File: src/rtl/adc_pkg.sv
// Shared constants for the ADC front end: the ADC manager's mode encoding, the
// decimator state encoding, where the sample sits in the raw conversion word,
// and the decimator status word layout.
package adc_pkg;

  // ADC manager conversion modes.
  typedef enum logic [1:0] {
    ADC_MODE_OFF        = 2'd0,
    ADC_MODE_SINGLE     = 2'd1,
    ADC_MODE_CONTINUOUS = 2'd2,
    ADC_MODE_SCAN       = 2'd3
  } adc_mode_e;

  // Decimator states.
  typedef enum logic {
    ST_IDLE  = 1'b0,
    ST_ACCUM = 1'b1
  } dec_state_e;

  // The signed sample occupies the raw word from this bit upward.
  localparam int unsigned SAMPLE_LSB = 8;

  // Status word field offsets.
  localparam int unsigned STAT_VALID_BIT = 0;
  localparam int unsigned STAT_ACCUM_BIT = 1;
  localparam int unsigned STAT_RATIO_LSB = 4;
  localparam int unsigned STAT_RATIO_W   = 4;
  localparam int unsigned STAT_OVR_LSB   = 16;
  localparam int unsigned STAT_OVR_W     = 16;

  // Requested ratios above the supported maximum use the maximum.
  function automatic logic [3:0] clamp_ratio(input logic [3:0] req,
                                             input int unsigned max_ratio);
    return (32'(req) > max_ratio) ? 4'(max_ratio) : req;
  endfunction

endpackage

File: src/rtl/adc_decimator.sv
// Block-average decimator for ADC conversion words.
// Sums 2^ratio signed samples and emits the floor mean, sign-extended, on an
// AXI-stream style output register that never back-pressures the input; a
// result that completes while the output is stalled is dropped and counted.
//
// Ports:
//   aclk, areset          clock, async active-high reset
//   enable                run; low returns to IDLE and discards a partial block
//   log2_ratio[3:0]       requested log2 samples per output (clamped)
//   s_axis_tdata/tvalid   raw 32-bit word in, sample in [31:8]
//   s_axis_tready         high whenever reset is deasserted
//   m_axis_tdata/tvalid   averaged sample out; m_axis_tready from downstream
//   status[31:0]          [0] tvalid, [1] ACCUM, [7:4] ratio, [31:16] overruns
module adc_decimator
  import adc_pkg::*;
#(
  parameter int unsigned MAX_LOG2_RATIO = 8,
  parameter int unsigned SAMPLE_WIDTH   = 24
) (
  input  logic        aclk,
  input  logic        areset,
  input  logic        enable,
  input  logic [3:0]  log2_ratio,
  input  logic [31:0] s_axis_tdata,
  input  logic        s_axis_tvalid,
  output logic        s_axis_tready,
  output logic [31:0] m_axis_tdata,
  output logic        m_axis_tvalid,
  input  logic        m_axis_tready,
  output logic [31:0] status
);

  localparam int unsigned ACC_W = SAMPLE_WIDTH + MAX_LOG2_RATIO;
  localparam int unsigned CNT_W = (MAX_LOG2_RATIO > 0) ? MAX_LOG2_RATIO : 1;
  localparam int unsigned OVR_W = STAT_OVR_W;

  dec_state_e               state_q, state_d;
  logic signed [ACC_W-1:0]  acc_q, acc_d;
  logic [CNT_W-1:0]         cnt_q, cnt_d;
  logic [3:0]               ratio_q, ratio_d;
  logic [31:0]              m_data_q, m_data_d;
  logic                     m_valid_q, m_valid_d;
  logic [OVR_W-1:0]         ovr_q, ovr_d;

  logic signed [SAMPLE_WIDTH-1:0] sample_c;
  logic signed [ACC_W-1:0]        sum_c;
  logic signed [ACC_W-1:0]        mean_c;
  logic [CNT_W:0]                 blk_len_c;
  logic                           last_c;
  logic                           done_c;
  logic [3:0]                     ratio_req_c;
  logic                           unused_lsb_c;

  // Sample extraction; the low status bits of the raw word carry no data.
  assign sample_c     = s_axis_tdata[SAMPLE_LSB +: SAMPLE_WIDTH];
  assign unused_lsb_c = ^s_axis_tdata[SAMPLE_LSB-1:0];

  assign sum_c       = acc_q + ACC_W'(sample_c);
  assign mean_c      = sum_c >>> ratio_q;
  assign blk_len_c   = (CNT_W+1)'(1) << ratio_q;
  assign last_c      = ({1'b0, cnt_q} == (blk_len_c - (CNT_W+1)'(1)));
  assign done_c      = (state_q == ST_ACCUM) && enable && s_axis_tvalid && last_c;
  assign ratio_req_c = clamp_ratio(log2_ratio, MAX_LOG2_RATIO);

  // Next-state: block FSM, accumulator, and output register / overrun.
  always_comb begin
    state_d   = state_q;
    acc_d     = acc_q;
    cnt_d     = cnt_q;
    ratio_d   = ratio_q;
    m_data_d  = m_data_q;
    m_valid_d = m_valid_q;
    ovr_d     = ovr_q;

    case (state_q)
      ST_IDLE: begin
        if (enable) begin
          state_d = ST_ACCUM;
          ratio_d = ratio_req_c;
          acc_d   = '0;
          cnt_d   = '0;
        end
      end
      ST_ACCUM: begin
        if (!enable) begin
          state_d = ST_IDLE;
          acc_d   = '0;
          cnt_d   = '0;
        end else if (s_axis_tvalid) begin
          if (last_c) begin
            // Block boundary: restart from zero and pick up a new ratio.
            acc_d   = '0;
            cnt_d   = '0;
            ratio_d = ratio_req_c;
          end else begin
            acc_d = sum_c;
            cnt_d = cnt_q + CNT_W'(1);
          end
        end
      end
      default: state_d = ST_IDLE;
    endcase

    if (m_valid_q && m_axis_tready) begin
      m_valid_d = 1'b0;
    end
    if (done_c) begin
      if (!m_valid_q || m_axis_tready) begin
        m_data_d  = 32'(mean_c);
        m_valid_d = 1'b1;
      end else if (ovr_q != {OVR_W{1'b1}}) begin
        ovr_d = ovr_q + OVR_W'(1);
      end
    end
  end

  // State registers.
  always_ff @(posedge aclk or posedge areset) begin
    if (areset) begin
      state_q   <= ST_IDLE;
      acc_q     <= '0;
      cnt_q     <= '0;
      ratio_q   <= '0;
      m_data_q  <= '0;
      m_valid_q <= 1'b0;
      ovr_q     <= '0;
    end else begin
      state_q   <= state_d;
      acc_q     <= acc_d;
      cnt_q     <= cnt_d;
      ratio_q   <= ratio_d;
      m_data_q  <= m_data_d;
      m_valid_q <= m_valid_d;
      ovr_q     <= ovr_d;
    end
  end

  assign s_axis_tready = ~areset;
  assign m_axis_tdata  = m_data_q;
  assign m_axis_tvalid = m_valid_q;

  // Status word assembled directly from registers.
  always_comb begin
    status = '0;
    status[STAT_VALID_BIT]                     = m_valid_q;
    status[STAT_ACCUM_BIT]                     = (state_q == ST_ACCUM);
    status[STAT_RATIO_LSB +: STAT_RATIO_W]     = ratio_q;
    status[STAT_OVR_LSB +: STAT_OVR_W]         = ovr_q;
  end

endmodule

File: config.mk
export PLATFORM = sky130hd
export DESIGN_NAME = adc_decimator
export DESIGN_NICKNAME = d
export VERILOG_FILES = /design/src/rtl/adc_pkg.sv /design/src/rtl/adc_decimator.sv
export SDC_FILE = /design/constraint.sdc
export NUM_CORES = 1
export LEC_CHECK = 0
export CORE_AREA = 2 2 123 125
export DETAILED_ROUTE_END_ITERATION = 16
export DIE_AREA = 0 0 125 127
export GPL_ROUTABILITY_DRIVEN = 0
export GPL_TIMING_DRIVEN = 1
export PLACE_DENSITY = 0.89
export SLEW_MARGIN = 10
export SYNTH_ARGS = -nofsm -noshare
export SYNTH_HDL_FRONTEND = slang
export SYNTH_SLANG_ARGS = --single-unit
File: constraint.sdc
create_clock -name aclk -period 4.9 [get_ports aclk]
set_clock_uncertainty 0.15 [all_clocks]
set_input_delay 0.98 -clock aclk [delete_from_list [all_inputs] [get_ports aclk]]
set_output_delay 0.98 -clock aclk [all_outputs]
set_load 0.01 [all_outputs]
==> flow_summary.ini <==
[status]
status = completed

[layout]
area_growth_pct = 16.26
fill_cells = 1154
utilization = 0.6581
multi_input_area_um2 = 5381
layout-drive-gt1-share = 0.1033
antenna_cells = 0
nets = 1126
regArea_um2 = 2355

[routing]
viasPerCell = 6.593
vias = 8169
dr.pass1.iters = 8
drc = 0
ant_nets = 0
totalWireLength_mm = 23.17
drt_iter0_markers = 967
post_drt_wl_per_cell_um = 18.70

[sta]
slew_viol_final = 0
period_share = 0.9401
rsz0062_at_grt = false
tightest_slew_ns = 0.7978
whs_ns = 0.3303
final_hold_viol_count = 0
fin_setup_tns_ns = 0
fin_ws_ns = 0.2935
maxSlewHeadroom = 0.4682
setup_viol = 0
period_minus_slack_ns = 4.607
fmaxAchievable_mhz = 217.1

[worst_hold_path]
hold_class = reg2reg
whs_path_depth = 2

[cts]
cts_buffers = 9
clkTransAtPathRegs_ns = 0.07
tritoncts = yes
clk_path_buf_depth = 2
htreeDepth = 3
insertion_delay_ns = 0.36
hold_buffers = 0
cts-root-buf = clkbuf_16
cts_resized = 0
numClockSinks = 94
post_cts_buffers = 0

[grt]
grt_max_degree = 69
grt_pass1_vias = 7806
grtUsageTotal = 0.2885
antenna_found_initial = 0
grt-ovfl-total = 0
grt_pass1_wl_mm = 38.07

[placement]
port_buffers = 88
dpl.hpwl_mm = 17.11
post-place-ws_ns = 0.02583

[pwr]
total_power_mw = 2.722
internal_power_mw = 1.669
power.share.sequential = 0.311
p_sw_frac = 0.3870
p_leak_nw = 4.051
p_comb_frac = 0.416
powerDensity_nw_per_um2 = 286.8
p_clk_frac = 0.274
ir_worst_vdd_mv = 0.1892
switchingPower_mw = 1.053

[critical_path]
startpoint_type = primary input
crit_family = simple AND/OR/NAND/NOR gates
crit_type = in2reg
worstPathMaxFanout = 12
path_cells = clkdlybuf4s50_1, ha_1, nand4_1, or3_1, nor3_1, nor2_1, o311ai_1, mux2i_1, mux4_2, a311oi_1
end_kind = register
crit_slowest_cell = o311ai_1
max_stage_delay_ns = 0.56
crit_required_ns = 5.00
worstPathArrival_ns = 4.70
ff2ff_path_depth = 12
path_depth = 10
crit_buf_inv = 1

[synthesis]
synth_top_area_share = 0.2881
syn_inst = 987
synth_area_leaders = dfrtp_1, nand2_1, ha_1
yosysWarnings = 0
synth_compound_area_frac = 0.2671
synth_simple_gate_area_frac = 0.2109
ys_seq_elements = 94
yosysUniqueCellTypes = 88
ys_top_cells_by_count = nand2_1, dfrtp_1, nor2_1, o21ai_0, a21oi_1
synth_mux_area_frac = 0.06774
ys_seq_area_frac = 0.2881
synth_ff_type = dfrtp_1
avgSynthCellArea_um2 = 8.272
yosys.area.top_type = dfrtp_1
synth_most_common_cell = nand2_1
synth_edf_count = 0
async_flop_share = 1.000
synthAdderAreaFrac = 0.05579
synth_xor_area_frac = 0.05257
synth_top_family_by_area = compound AO/OA/AOI/OAI gates
netlist_area_um2 = 8164

[die]
die_x_um = 125
die_y_um = 127
coreArea_um2 = 14420
die_area_um2 = 15880
ios = 107
rows = 44
initial_core_util = 0.5660

[run]
max_cap_violations = 0
==> power groups by stage <==
stage	logic (mW)	clock network (mW)	registers, mW
finish	1.13	0.745	0.846
global route	1.22	0.785	0.851
CTS	1.10	0.756	0.846
detailed placement	1.10	0	0.861
global placement	1.07	0	0.860
floorplan	0.774	0	0.863
==> flip-flops by register name, summed over array words and instances (netlist names) <==
name           cells
cnt_q              8
state_q            1
m_axis_tdata      32
ratio_q            4
ovr_q             16
m_axis_tvalid      1
acc_q             32
==> metal layers <==
metal  share of wire  wire length (um)  global-route usage  vias up
met4           0.047              1088              0.1510        0
met3           0.072              1674             0.04229       91
li1                -                 -                   -     3819
met5               0                 0                   0        -
met1            0.40              9245              0.3630     3854
met2            0.48             11160              0.4850      405
==> kinds of logic (layout without fill, tap and decap cells) <==
family	Yosys count	in the layout
adders and majority gates	36	36
other	1	10
buffers and inverters	99	158
muxes	43	43
DFF	94	94
and+or+nand+nor	354	354
xor gates and xnor gates	49	49
AOI/OAI and AO/OA	311	311
==> tightest hold or removal path, delay by kind of cell (launching register included) <==
kind	cells	cell delay (ns)
flip-flops	1	0.34
AO/OA/AOI/OAI	1	0.05
AND/OR/NAND/NOR	1	0.05
==> layout make-up <==
class,instances,share of cell area
tap,184,0.02426
clock inverter,6,0.007909
clock buffer,10,0.02412
multi-input combinational,803,0.5670
timing repair buffer,124,0.1213
sequential,94,0.2481
inverter,18,0.007382
==> cell usage in the layout, fill, tap and decap left out, types with 7 or more instances in the layout <==
master / netlist / layout
a21oi_1: 50 / 50
a21o_1: 16 / 16
o22ai_1: 7 / 7
a22o_1: 21 / 21
o21bai_1: 7 / 7
mux2_2: 7 / 7
and4_1: 8 / 8
nand2_1: 115 / 115
conb_1: 1 / 10
clkdlybuf4s50_1: 0 / 88
xnor2_1: 23 / 23
clkbuf_16: 0 / 9
o211ai_1: 15 / 15
nor2_1: 82 / 82
o21ai_0: 63 / 63
xor2_1: 26 / 26
or2_2: 8 / 8
o31ai_1: 8 / 8
nand3_1: 27 / 27
buf_4: 14 / 36
a211oi_1: 24 / 24
or3_1: 9 / 9
inv_1: 17 / 16
dfrtp_1: 94 / 92
mux4_2: 9 / 9
a31oi_1: 9 / 9
mux2i_1: 26 / 26
ha_1: 34 / 34
nand2b_1: 11 / 11
o21ai_1: 12 / 11
nor3_1: 28 / 28
and3_1: 8 / 8
nand4_1: 26 / 26
o21a_1: 8 / 8
nor4_1: 9 / 9
==> per-stage QoR <==
step / cells / instance area [um2]
6_report: 1239 / 9492
3_3_place_gp: 1223 / 9188
4_1_cts: 1239 / 9492
5_1_grt: 1239 / 9492
2_1_floorplan: 996 / 8198
3_5_place_dp: 1223 / 9188
==> worst paths after layout <==
path	end	slack (ns)	startpoint
worst max-delay path	m_axis_tdata[9]	0.29	s_axis_tdata[26]
worst min register to register	m_axis_tdata[16]	0.33	m_axis_tdata[16]
worst max register to register	m_axis_tdata[21]	0.55	ratio_q[1]
max in group asynchronous	ratio_q[1]	2.59	areset
worst min-delay path	m_axis_tdata[16]	0.33	m_axis_tdata[16]
min in group asynchronous	m_axis_tdata[27]	0.83	areset
No activity file was read; power rests on OpenSTA's default activity.
